## src/rtl/mem_master_arbiter.sv

```systemverilog
// mem_master_arbiter: shares one picorv32-style memory bus between two
// masters (m0 = core, m1 = DMA/debug). One master is granted per
// transaction, round-robin on ties, and the grant is held until the slave
// answers with s_ready.
//
// Optional feature: define ARB_TIMEOUT_EN to add a watchdog. A BUSY phase
// that lasts TIMEOUT_CYCLES cycles without s_ready is then completed
// towards the master with ERR_RDATA, and the sticky timeout_err flag is set.
// Without the macro, BUSY waits indefinitely and timeout_err is tied to 0.

module mem_master_arbiter #(
  parameter int unsigned TIMEOUT_CYCLES = 256,
  parameter logic [31:0] ERR_RDATA      = 32'hdeadbeef
) (
  input  logic        clk,
  input  logic        resetn,

  input  logic        m0_valid,
  output logic        m0_ready,
  input  logic [31:0] m0_addr,
  input  logic [31:0] m0_wdata,
  input  logic [3:0]  m0_wstrb,
  output logic [31:0] m0_rdata,

  input  logic        m1_valid,
  output logic        m1_ready,
  input  logic [31:0] m1_addr,
  input  logic [31:0] m1_wdata,
  input  logic [3:0]  m1_wstrb,
  output logic [31:0] m1_rdata,

  output logic        s_valid,
  input  logic        s_ready,
  output logic [31:0] s_addr,
  output logic [31:0] s_wdata,
  output logic [3:0]  s_wstrb,
  input  logic [31:0] s_rdata,

  output logic        timeout_err
);

  typedef enum logic [1:0] {
    IDLE  = 2'd0,
    BUSY0 = 2'd1,
    BUSY1 = 2'd2
  } state_t;

  state_t state_q, state_d;
  logic   last_q, last_d;

  // High when the watchdog has reached its final cycle in the current BUSY.
  logic   tcnt_max;
  // Pulses in the cycle where a timed-out access is completed.
  logic   to_fire;

  // State and last-served registers; reset makes m0 win the first tie.
  always_ff @(posedge clk) begin
    if (!resetn) begin
      state_q <= IDLE;
      last_q  <= 1'b1;
    end else begin
      state_q <= state_d;
      last_q  <= last_d;
    end
  end

  // Grant decision, bus muxing and completion handling for the granted master.
  always_comb begin
    state_d  = state_q;
    last_d   = last_q;
    s_valid  = 1'b0;
    s_addr   = 32'h0;
    s_wdata  = 32'h0;
    s_wstrb  = 4'h0;
    m0_ready = 1'b0;
    m1_ready = 1'b0;
    m0_rdata = s_rdata;
    m1_rdata = s_rdata;
    to_fire  = 1'b0;

    case (state_q)
      IDLE: begin
        if (m0_valid && m1_valid) begin
          state_d = last_q ? BUSY0 : BUSY1;
        end else if (m0_valid) begin
          state_d = BUSY0;
        end else if (m1_valid) begin
          state_d = BUSY1;
        end
      end

      BUSY0: begin
        s_valid  = m0_valid;
        s_addr   = m0_addr;
        s_wdata  = m0_wdata;
        s_wstrb  = m0_wstrb;
        m0_ready = s_ready;
        if (s_ready) begin
          state_d = IDLE;
          last_d  = 1'b0;
        end else if (!m0_valid) begin
          state_d = IDLE;
        end else if (tcnt_max) begin
          s_valid  = 1'b0;
          m0_ready = 1'b1;
          m0_rdata = ERR_RDATA;
          to_fire  = 1'b1;
          state_d  = IDLE;
          last_d   = 1'b0;
        end
      end

      BUSY1: begin
        s_valid  = m1_valid;
        s_addr   = m1_addr;
        s_wdata  = m1_wdata;
        s_wstrb  = m1_wstrb;
        m1_ready = s_ready;
        if (s_ready) begin
          state_d = IDLE;
          last_d  = 1'b1;
        end else if (!m1_valid) begin
          state_d = IDLE;
        end else if (tcnt_max) begin
          s_valid  = 1'b0;
          m1_ready = 1'b1;
          m1_rdata = ERR_RDATA;
          to_fire  = 1'b1;
          state_d  = IDLE;
          last_d   = 1'b1;
        end
      end

      default: begin
        state_d = IDLE;
      end
    endcase
  end

`ifdef ARB_TIMEOUT_EN
  localparam int CW = $clog2(TIMEOUT_CYCLES + 1);

  logic [CW-1:0] tcnt_q, tcnt_d;
  logic          terr_q, terr_d;

  assign tcnt_max    = (tcnt_q == CW'(TIMEOUT_CYCLES - 1));
  assign timeout_err = terr_q;

  // Counter runs only while a BUSY phase continues; any exit or IDLE clears it.
  always_comb begin
    tcnt_d = '0;
    terr_d = terr_q | to_fire;
    if ((state_q != IDLE) && (state_d != IDLE)) begin
      tcnt_d = tcnt_q + CW'(1);
    end
  end

  // Watchdog counter and sticky error flag.
  always_ff @(posedge clk) begin
    if (!resetn) begin
      tcnt_q <= '0;
      terr_q <= 1'b0;
    end else begin
      tcnt_q <= tcnt_d;
      terr_q <= terr_d;
    end
  end
`else
  logic unused_cfg;

  assign tcnt_max    = 1'b0;
  assign timeout_err = 1'b0;
  assign unused_cfg  = to_fire ^ TIMEOUT_CYCLES[0];
`endif

endmodule

```

## config.mk

```make
export PLATFORM = sky130hd
export DESIGN_NAME = mem_master_arbiter
export DESIGN_NICKNAME = d
export VERILOG_FILES = /design/src/rtl/mem_master_arbiter.sv
export SDC_FILE = /design/constraint.sdc
export NUM_CORES = 1
export LEC_CHECK = 0
export CORE_AREA = 2 2 118 120
export DETAILED_ROUTE_END_ITERATION = 7
export DIE_AREA = 0 0 120 122
export GPL_ROUTABILITY_DRIVEN = 1
export PLACE_DENSITY_LB_ADDON = 0.05
export SKIP_CTS_REPAIR_TIMING = 1
export SLEW_MARGIN = 20
export SYNTH_ARGS = -nofsm -noshare
export SYNTH_HDL_FRONTEND = slang
export SYNTH_SLANG_ARGS = --single-unit
```

## constraint.sdc

```tcl
create_clock -name clk -period 2.9 [get_ports clk]
set_input_delay 0.435 -clock clk [delete_from_list [all_inputs] [get_ports clk]]
set_output_delay 0.435 -clock clk [all_outputs]
set_load 0.05 [all_outputs]
```

==> results.sh, run 1 <==
export IMPL_criticalPathCategory="flip-flop to primary output"
export IMPL_design_die_area_sq_mm=0.0146
export IMPL_hp_class="flip-flop to flip-flop"
export IMPL_port_buffer_count=211
export IMPL_synth_ff_type="dfxtp_1"
export IMPL_path_max_fanout=56
export IMPL_placeableCoreArea_sq_mm=0.0135
export IMPL_yosysSeqAreaShare_pct=3.23
export IMPL_postRouteWirelength_microns=8960
export IMPL_worst_path_arrival_time_ns=2.00
export IMPL_drive_gt1_share_pct=24.0
export IMPL_start_kind="flip-flop"
export IMPL_p_leak_nw=1.48
export IMPL_hold_viol=0
export IMPL_clock_root_buffer="clkbuf_16"
export IMPL_run_status="completed"
export IMPL_cts_made_buffers=3
export IMPL_max_slew_margin_rel_pct=66.8
export IMPL_avgSynthCellArea_sq_um=7.32
export IMPL_drt_iter0_drc=51
export IMPL_pre_cts_ws_ns=0.521
export IMPL_timing_max_transition_violations_final=0
export IMPL_clock_sinks=3
export IMPL_setup_viol=0
export IMPL_grt_max_degree=57
export IMPL_dp_hpwl_microns=7070
export IMPL_post_synth_num_cell_types=21
export IMPL_power_mw=1.33
export IMPL_end_kind="primary output"
export IMPL_r2r_slack_ns=1.48
export IMPL_dpl_cell_area_sq_mm=0.00434
export IMPL_cts_htree_levels=1
export IMPL_synth_edf_count=0
export IMPL_yosysWarnings=0
export IMPL_grt_use_total_pct=11.4
export IMPL_fin_crit_sh_pct=83.9
export IMPL_critical_path_required_ns=2.47
export IMPL_die_boundary_height_microns=122
export IMPL_start_util_pct=13.8
export IMPL_maxUsedRoutingLayer="met4"
export IMPL_setup_repair_after_global_routing_missed_its_margin="false"
export IMPL_gp_congestion=0.686
export IMPL_synthCells=254
export IMPL_detail_route_wirelength_met1_microns=3220
export IMPL_power_density_cell_area_mw_per_mm2=301
export IMPL_period_minus_slack_ns=2.43
export IMPL_worst_slew_pin_slew_ns=0.496
export IMPL_wl_met3_microns=824
export IMPL_clkTransAtPathRegs_ns=0.03
export IMPL_timing_setup_tns_ns=0
export IMPL_global_route_wire_length_before_repair_microns=13300
export IMPL_drt_wirelength_per_cell_microns=15.8
export IMPL_maxCapViolations=0
export IMPL_cts_root_to_sink_buffers=2
export IMPL_antenna_found_initial=0
export IMPL_synth_cell_area_sq_mm=0.00186
export IMPL_global_route_overflow_total=0
export IMPL_clock_insertion_delay_worst_skew_ns=0.22
export IMPL_drt_vias_per_instance=3.92
export IMPL_fp_dieW_microns=120
export IMPL_tritoncts="built"
export IMPL_area_delta_synth_final_pct=137
export IMPL_synth_net_count=432
export IMPL_boundaryPins=309
export IMPL_synth_async_sr_flop_share_pct=0
export IMPL_first_global_vias=2317
export IMPL_antenna_cells=0
export IMPL_layout_nets=566
export IMPL_drt_antenna_net_count=0
export IMPL_vdd_ir_drop_max_uv=240
export IMPL_synth_ff_latch_count=3
export IMPL_route_vias_total=2222
export IMPL_fin_worst_skew_ns=0.0000604
export IMPL_placementRows=43
export IMPL_drc=0
export IMPL_fmaxAchievable_mhz=411
export IMPL_stdcell_area_sq_mm=0.00442
export IMPL_drt_pre_antenna_iters=4
export IMPL_detailroute_wirelength_met2_microns=4660
export IMPL_setup_slack_ns=0.468
report_power, final:
group / switching, mW / internal (mW) / total (mW)
Clock: 0.0387 / 0.182 / 0.220
Sequential: 0.00387 / 0.0459 / 0.0497
Combinational: 0.508 / 0.551 / 1.06
Total: 0.551 / 0.778 / 1.33
cells by family after synthesis:
| group | after synthesis | share of synthesized area [%] |
|---|---|---|
| other | 1 | 0.202 |
| adders and majority gates | 5 | 3.36 |
| muxes | 2 | 1.08 |
| and+or+nand+nor | 81 | 26.2 |
| AOI/OAI and AO/OA | 72 | 31.9 |
| buffers and inverters | 90 | 34.0 |
| DFF | 3 | 3.23 |
routing by layer:
layer,vias to the layer above,GRT usage (%)
met5,-,0
met2,122,21.3
met4,0,3.90
li1,1085,-
met3,28,3.37
met1,987,12.1
worst max-delay path, cell delays in order, from the launching register on:
cell	delay, ns
dfxtp_1	0.33
inv_1	0.11
ha_2	0.41
buf_12	0.30
a22oi_1	0.12
nor2b_1	0.25
buf_12	0.18
sequential cells by signal, summed over array words and instances, names as in the netlist:
name     count
state_q      2
last_q       1
cells in the final DEF, fill, tap and decap left out, drive strengths merged:
cell and count:
a21o 1, nor2 1, conb 1, ha 5
clkdlybuf4s50 141, buf 76, inv 2, a2bb2oi 1
mux2i 2, clkbuf 4, and2 2, nand2b 1
nand2 6, nand4 1, nor2b 69, nand3 1
dfxtp 3, a22oi 70
stage by stage:
step                util (%)  instances  hold WS, ns
global route            32.7        567        0.494
floorplan                  -        254        0.429
CTS                     32.7        567        0.470
global placement        32.1        563        0.447
detailed placement      32.1        563        0.456
finish                  32.7        567        0.459
synth_stat cells, types with 2 or more instances:
cell      number  area share, %
and2_1         2           0.67
buf_4         67             27
buf_2         13            3.5
buf_6          2            1.2
nor2b_1       69             23
nand2_1        6            1.2
clkbuf_1       5            1.0
ha_1           5            3.4
dfxtp_1        3            3.2
a22oi_2        9            6.1
inv_1          2           0.40
mux2i_1        2            1.1
a22oi_1       61             25
worst paths after layout:
path                                  end  depth (start not counted)                    start
setup / recovery              s_wdata[28]                          6  state_q[1]$_SDFFE_PN0P_
hold reg to reg       last_q$_SDFFE_PN1P_                          2      last_q$_SDFFE_PN1P_
hold / removal        last_q$_SDFFE_PN1P_                          2      last_q$_SDFFE_PN1P_
setup reg to reg  state_q[1]$_SDFFE_PN0P_                          5  state_q[0]$_SDFFE_PN0P_
area by class of cell:
cell class	count	area (sq um)
clock buffers	4	78.8
fillers	1417	9090
inverters	2	7.51
multi-input cells	161	1180
flip-flops and latches	3	60.1
well taps	180	225
repair buffers	217	2870
No activity file was read; power rests on OpenSTA's default activity.
==> inputs of run 2 (changes only) <==
Settings changed: CORE_AREA 2 2 118 120 to 2 2 120 122, DIE_AREA 0 0 120 122 to 0 0 122 124.
Clock period 2.9 ns to 2.5 ns, I/O delays scaled along.
==> run 2 against run 1 <==
Power grew 16%. Non-clock buffer count stayed put. Sequential power rose by 16%. First-iteration DRC count increased by 12%.
==> results.sh, run 2 (synthesized netlist as in run 1, its figures left out) <==
export IMPL_combPwrFrac_pct=79.5
export IMPL_p_leak_nw=1.48
export IMPL_clock_sinks=3
export IMPL_critical_path_required_ns=2.12
export IMPL_power_density_cell_area_mw_per_mm2=348
export IMPL_path_max_fanout=33
export IMPL_largest_reg_flops=2
export IMPL_hold_path_cell_count=2
export IMPL_gp_congestion=0.722
export IMPL_port_buffer_count=211
export IMPL_layout_nets=566
export IMPL_drive_gt1_share_pct=24.0
export IMPL_drt_wirelength_per_cell_microns=17.1
export IMPL_start_kind="flip-flop"
export IMPL_design_die_area_sq_mm=0.0151
export IMPL_fin_worst_skew_ns=0.00248
export IMPL_fmaxAchievable_mhz=448
export IMPL_area_delta_synth_final_pct=137
export IMPL_setup_viol=0
export IMPL_drt_pre_antenna_iters=2
export IMPL_top_regs="state_q: 2 flops, last_q: 1 flops"
export IMPL_clock_insertion_delay_worst_skew_ns=0.23
export IMPL_worst_r2r_cell_count=5
export IMPL_timing_setup_tns_ns=0
export IMPL_drc=0
export IMPL_route_vias_total=2265
export IMPL_hold_ws_ns=0.465
export IMPL_placeableCoreArea_sq_mm=0.0137
export IMPL_vdd_ir_drop_max_uv=160
export IMPL_boundaryPins=309
export IMPL_drt_vias_per_instance=3.99
export IMPL_cts_made_buffers=3
export IMPL_criticalPathCategory="flip-flop to primary output"
export IMPL_worst_path_arrival_time_ns=1.86
export IMPL_grt_use_total_pct=11.8
export IMPL_clock_root_buffer="clkbuf_16"
export IMPL_die_boundary_height_microns=124
export IMPL_hold_viol=0
export IMPL_antenna_found_initial=0
export IMPL_placementRows=43
export IMPL_power_switching_mw=0.641
export IMPL_internal_power_mw=0.897
export IMPL_final_common_cell="clkdlybuf4s50_1"
export IMPL_mostFrequentLayoutCells="clkdlybuf4s50_1 (140), buf_12 (71), nor2b_1 (69), a22oi_1 (61), a22oi_2 (9)"
export IMPL_num_fill_cells=1438
export IMPL_switching_share_pct=41.7
export IMPL_global_route_overflow_total=0
export IMPL_antenna_cells=0
export IMPL_clkTransAtPathRegs_ns=0.03
export IMPL_run_status="completed"
export IMPL_cts_root_to_sink_buffers=2
export IMPL_hp_class="flip-flop to flip-flop"
export IMPL_maxCapViolations=0
export IMPL_period_minus_slack_ns=2.23
export IMPL_end_kind="primary output"
export IMPL_clkPwrFrac_pct=16.7
export IMPL_drt_iter0_drc=57
export IMPL_stdcell_area_sq_mm=0.00441
export IMPL_sequentialPowerShare_pct=3.8
export IMPL_cts_htree_levels=1
export IMPL_tritoncts="built"
export IMPL_start_util_pct=13.6
export IMPL_final_core_utilization_pct=32.2
export IMPL_dp_hpwl_microns=7900
export IMPL_postRouteWirelength_microns=9720
export IMPL_timing_max_transition_violations_final=0
export IMPL_grt_max_degree=41
export IMPL_top_register="state_q"
export IMPL_first_global_vias=2404
export IMPL_global_route_wire_length_before_repair_microns=13700
export IMPL_dpl_cell_area_sq_mm=0.00433
export IMPL_drt_antenna_net_count=0
export IMPL_fp_dieW_microns=122
export IMPL_setup_repair_after_global_routing_missed_its_margin="false"
export IMPL_fin_crit_sh_pct=89.3
run 2: changes by cell type in the layout (fill, tap and decap cells not counted), sizes merged:
| cell | previous run | this run |
|---|---|---|
| buf | 76 | 77 |
| clkdlybuf4s50 | 141 | 140 |
run 2: per-stage QoR:
stage	std cells	setup slack (ns)	total power [mW]
global route	567	0.136	1.62
global placement	563	0.493	1.30
floorplan	254	0.337	0.949
finish	567	0.269	1.54
detailed placement	563	0.477	1.31
CTS	567	0.234	1.57
run 2: worst paths after layout:
path                                              start                       to  slack, ns
worst min-delay path                last_q$_SDFFE_PN1P_      last_q$_SDFFE_PN1P_       0.46
worst max-delay path            state_q[0]$_SDFFE_PN0P_               s_wdata[3]       0.27
worst min register to register      last_q$_SDFFE_PN1P_      last_q$_SDFFE_PN1P_       0.46
worst max register to register  state_q[0]$_SDFFE_PN0P_  state_q[1]$_SDFFE_PN0P_       1.10
run 2: metal layers:
layer	vias to the layer above	share of wire (%)	track usage (%)
met5	-	0	0
met4	0	3.4	4.89
met3	36	9.6	3.16
met2	132	54	23.6
met1	1013	33	11.2
li1	1084	-	-
run 2: critical path, cell delays in order (launching register included):
cell,delay (ns)
dfxtp_1,0.33
inv_1,0.11
ha_2,0.19
buf_4,0.36
a22oi_1,0.16
nor2b_1,0.28
buf_12,0.18
run 2: layout make-up:
cell class / count / area [sq um] / area share (%)
Timing Repair Buffer: 217 / 2870 / 65.0
Tap cell: 180 / 225 / 5.10
Multi-Input combinational cell: 161 / 1170 / 26.6
Inverter: 2 / 7.51 / 0.170
Sequential cell: 3 / 60.1 / 1.36
Clock buffer: 4 / 78.8 / 1.79
run 2: power groups by stage:
stage | Combinational (mW) | Clock [mW] | Sequential [mW]
2_1_floorplan | 0.891 | 0 | 0.0573
3_3_place_gp | 1.24 | 0 | 0.0582
3_5_place_dp | 1.25 | 0 | 0.0586
4_1_cts | 1.25 | 0.261 | 0.0580
5_1_grt | 1.30 | 0.268 | 0.0590
6_report | 1.22 | 0.257 | 0.0579
==> inputs of run 3 (changes only) <==
Settings changed: ABC_AREA set to 1, CORE_AREA 2 2 120 122 to 2 2 121 123, DIE_AREA 0 0 122 124 to 0 0 123 125.
==> run 3 against run 2 <==
Final cell count rose by 16%. Global-route usage fell by 1.6 points. Sequential share of layout area increased by 0.29 points. Worst setup slack better by 0.080 ns. Worst hold slack worse by 0.0024 ns. Power increased by 12%. Non-clock buffer count up 2. Cell area fell by 18%.
==> results.sh, run 3 <==
export IMPL_yosysWarnings=0
export IMPL_compound_cell_area_share_of_the_yosys_netlist_pct=21.1
export IMPL_worst_r2r_cell_count=8
export IMPL_synth_mux_area_fraction_pct=0
export IMPL_clock_insertion_delay_worst_skew_ns=0.22
export IMPL_internal_power_mw=0.805
export IMPL_route_vias_total=2447
export IMPL_largest_family_of_logic_cells_by_synthesized_area="buffers and inverters"
export IMPL_setup_viol=0
export IMPL_criticalPathCategory="flip-flop to primary output"
export IMPL_vdd_ir_drop_max_uv=163
export IMPL_synthCells=337
export IMPL_hold_path_cell_count=2
export IMPL_antenna_cells=0
export IMPL_fin_crit_sh_pct=86.0
export IMPL_fin_worst_skew_ns=0.00232
export IMPL_synth_net_count=515
export IMPL_power_switching_mw=0.916
export IMPL_layout_nets=651
export IMPL_clkPwrFrac_pct=14.6
export IMPL_clock_sinks=3
export IMPL_start_util_pct=12.7
export IMPL_end_kind="primary output"
export IMPL_global_route_overflow_total=0
export IMPL_synth_xor_area_share_pct=0
export IMPL_grt_max_degree=37
export IMPL_global_route_wire_length_before_repair_microns=12400
export IMPL_post_synth_top_area_fraction_pct=29.9
export IMPL_drt_iter0_drc=55
export IMPL_drt_antenna_net_count=0
export IMPL_dpl_cell_area_sq_mm=0.00355
export IMPL_power_mw=1.72
export IMPL_fmaxAchievable_mhz=465
export IMPL_postRouteWirelength_microns=8350
export IMPL_maxCapViolations=0
export IMPL_timing_setup_tns_ns=0
export IMPL_largest_cells_by_area_after_synthesis="nand2_1 (30%), buf_4 (28%), a21oi_1 (17%)"
export IMPL_antenna_found_initial=0
export IMPL_hp_class="flip-flop to flip-flop"
export IMPL_die_boundary_height_microns=125
export IMPL_start_kind="flip-flop"
export IMPL_grt_use_total_pct=10.1
export IMPL_clkTransAtPathRegs_ns=0.03
export IMPL_cts_htree_levels=1
export IMPL_synth_largest_area_cell="nand2_1"
export IMPL_largest_reg_flops=2
export IMPL_run_status="completed"
export IMPL_area_delta_synth_final_pct=102
export IMPL_p_leak_nw=1.41
export IMPL_tritoncts="built"
export IMPL_synth_ff_latch_count=3
export IMPL_power_density_cell_area_mw_per_mm2=474
export IMPL_synth_ff_type="dfxtp_1"
export IMPL_design_die_area_sq_mm=0.0154
export IMPL_post_synth_most_frequent_cells="nand2_1 (143), buf_4 (67), a21oi_1 (60)"
export IMPL_first_global_vias=2372
export IMPL_synth_async_sr_flop_share_pct=0
export IMPL_synth_adder_area_share_pct=3.48
export IMPL_fp_dieW_microns=123
export IMPL_placeableCoreArea_sq_mm=0.0142
export IMPL_mostFrequentLayoutCells="nand2_1 (143), clkdlybuf4s50_1 (140), buf_4 (67), a21oi_1 (60), buf_12 (12)"
export IMPL_worst_path_arrival_time_ns=1.78
export IMPL_port_buffer_count=211
export IMPL_top_regs="state_q: 2 flops, last_q: 1 flops"
export IMPL_post_synth_num_cell_types=17
export IMPL_avgSynthCellArea_sq_um=5.34
export IMPL_hold_viol=0
export IMPL_drive_gt1_share_pct=21.8
export IMPL_timing_max_transition_violations_final=0
export IMPL_cts_made_buffers=3
export IMPL_synth_edf_count=0
export IMPL_synth_most_common_cell="nand2_1"
export IMPL_drt_wirelength_per_cell_microns=12.7
export IMPL_drc=0
export IMPL_switching_share_pct=53.2
export IMPL_final_common_cell="nand2_1"
export IMPL_yosysSeqAreaShare_pct=3.34
export IMPL_setup_repair_after_global_routing_missed_its_margin="false"
export IMPL_cts_root_to_sink_buffers=2
export IMPL_period_minus_slack_ns=2.15
export IMPL_dp_hpwl_microns=6620
export IMPL_drt_vias_per_instance=3.73
export IMPL_gp_congestion=0.717
export IMPL_placementRows=44
export IMPL_sequentialPowerShare_pct=3.5
export IMPL_clock_root_buffer="clkbuf_16"
export IMPL_top_register="state_q"
export IMPL_synth_simple_gate_area_share_pct=35.3
export IMPL_stdcell_area_sq_mm=0.00363
export IMPL_synth_cell_area_sq_mm=0.00180
export IMPL_path_max_fanout=17
export IMPL_critical_path_required_ns=2.12
export IMPL_boundaryPins=309
export IMPL_drt_pre_antenna_iters=4
export IMPL_combPwrFrac_pct=81.9
==> run 3: cell types whose count changed after synthesis, sizes merged, moves of 2 or more <==
| cell | previous run | this run |
|---|---|---|
| nand2 | 6 | 152 |
| a22oi | 70 | 0 |
| a21oi | 0 | 69 |
| nor2b | 69 | 0 |
| inv | 2 | 9 |
| nor2 | 1 | 7 |
| and2 | 2 | 0 |
| mux2i | 2 | 0 |
==> run 3: cell families after synthesis <==
kind of cell / count (synthesis)
fa+ha+maj: 5
other cells: 1
buf+inv: 97
compound gates: 69
flops: 3
simple gates: 162
==> run 3: worst paths after layout <==
kind	from	to	slack, ns
max	state_q[0]$_SDFFE_PN0P_	s_wdata[4]	0.35
min	last_q$_SDFFE_PN1P_	last_q$_SDFFE_PN1P_	0.46
max reg2reg	state_q[0]$_SDFFE_PN0P_	state_q[1]$_SDFFE_PN0P_	1.20
min reg2reg	last_q$_SDFFE_PN1P_	last_q$_SDFFE_PN1P_	0.46
==> run 3: critical path, stage by stage, from the launching register on <==
cell and delay [ns]:
dfxtp_1 0.35, inv_1 0.10, ha_1 0.31, inv_2 0.33
buf_12 0.21, a21oi_1 0.06, buf_4 0.19
==> run 3: power by group through the flow <==
stage,combinational (mW),clock (mW),sequential (mW)
after detailed placement,1.44,0,0.0610
after global placement,1.45,0,0.0608
final,1.41,0.251,0.0601
after global routing,1.52,0.261,0.0613
after CTS,1.44,0.257,0.0603
after floorplan,1.10,0,0.0596
==> run 3: layer usage <==
layer	share of wire (%)	vias up	GRT usage, %
met5	0	-	0
met4	0.59	0	1.80
met3	12	14	4.24
met2	51	117	19.1
met1	36	1059	10.3
li1	-	1257	-
==> run 3: cell type report <==
type	count	area [sq um]
clock buffers	4	78.8
flip-flops and latches	3	60.1
repair buffers	219	2140
well taps	184	230
inverters	9	33.8
multi-input cells	237	1080
fillers	1609	10600
==> run 3: per-stage QoR <==
step	util, %	instances	hold slack [ns]	setup WS, ns
floorplan	-	337	0.429	0.300
global placement	25.0	652	0.456	0.544
detailed placement	25.0	652	0.466	0.542
CTS	25.6	656	0.474	0.300
global route	25.6	656	0.521	0.187
finish	25.6	656	0.463	0.349
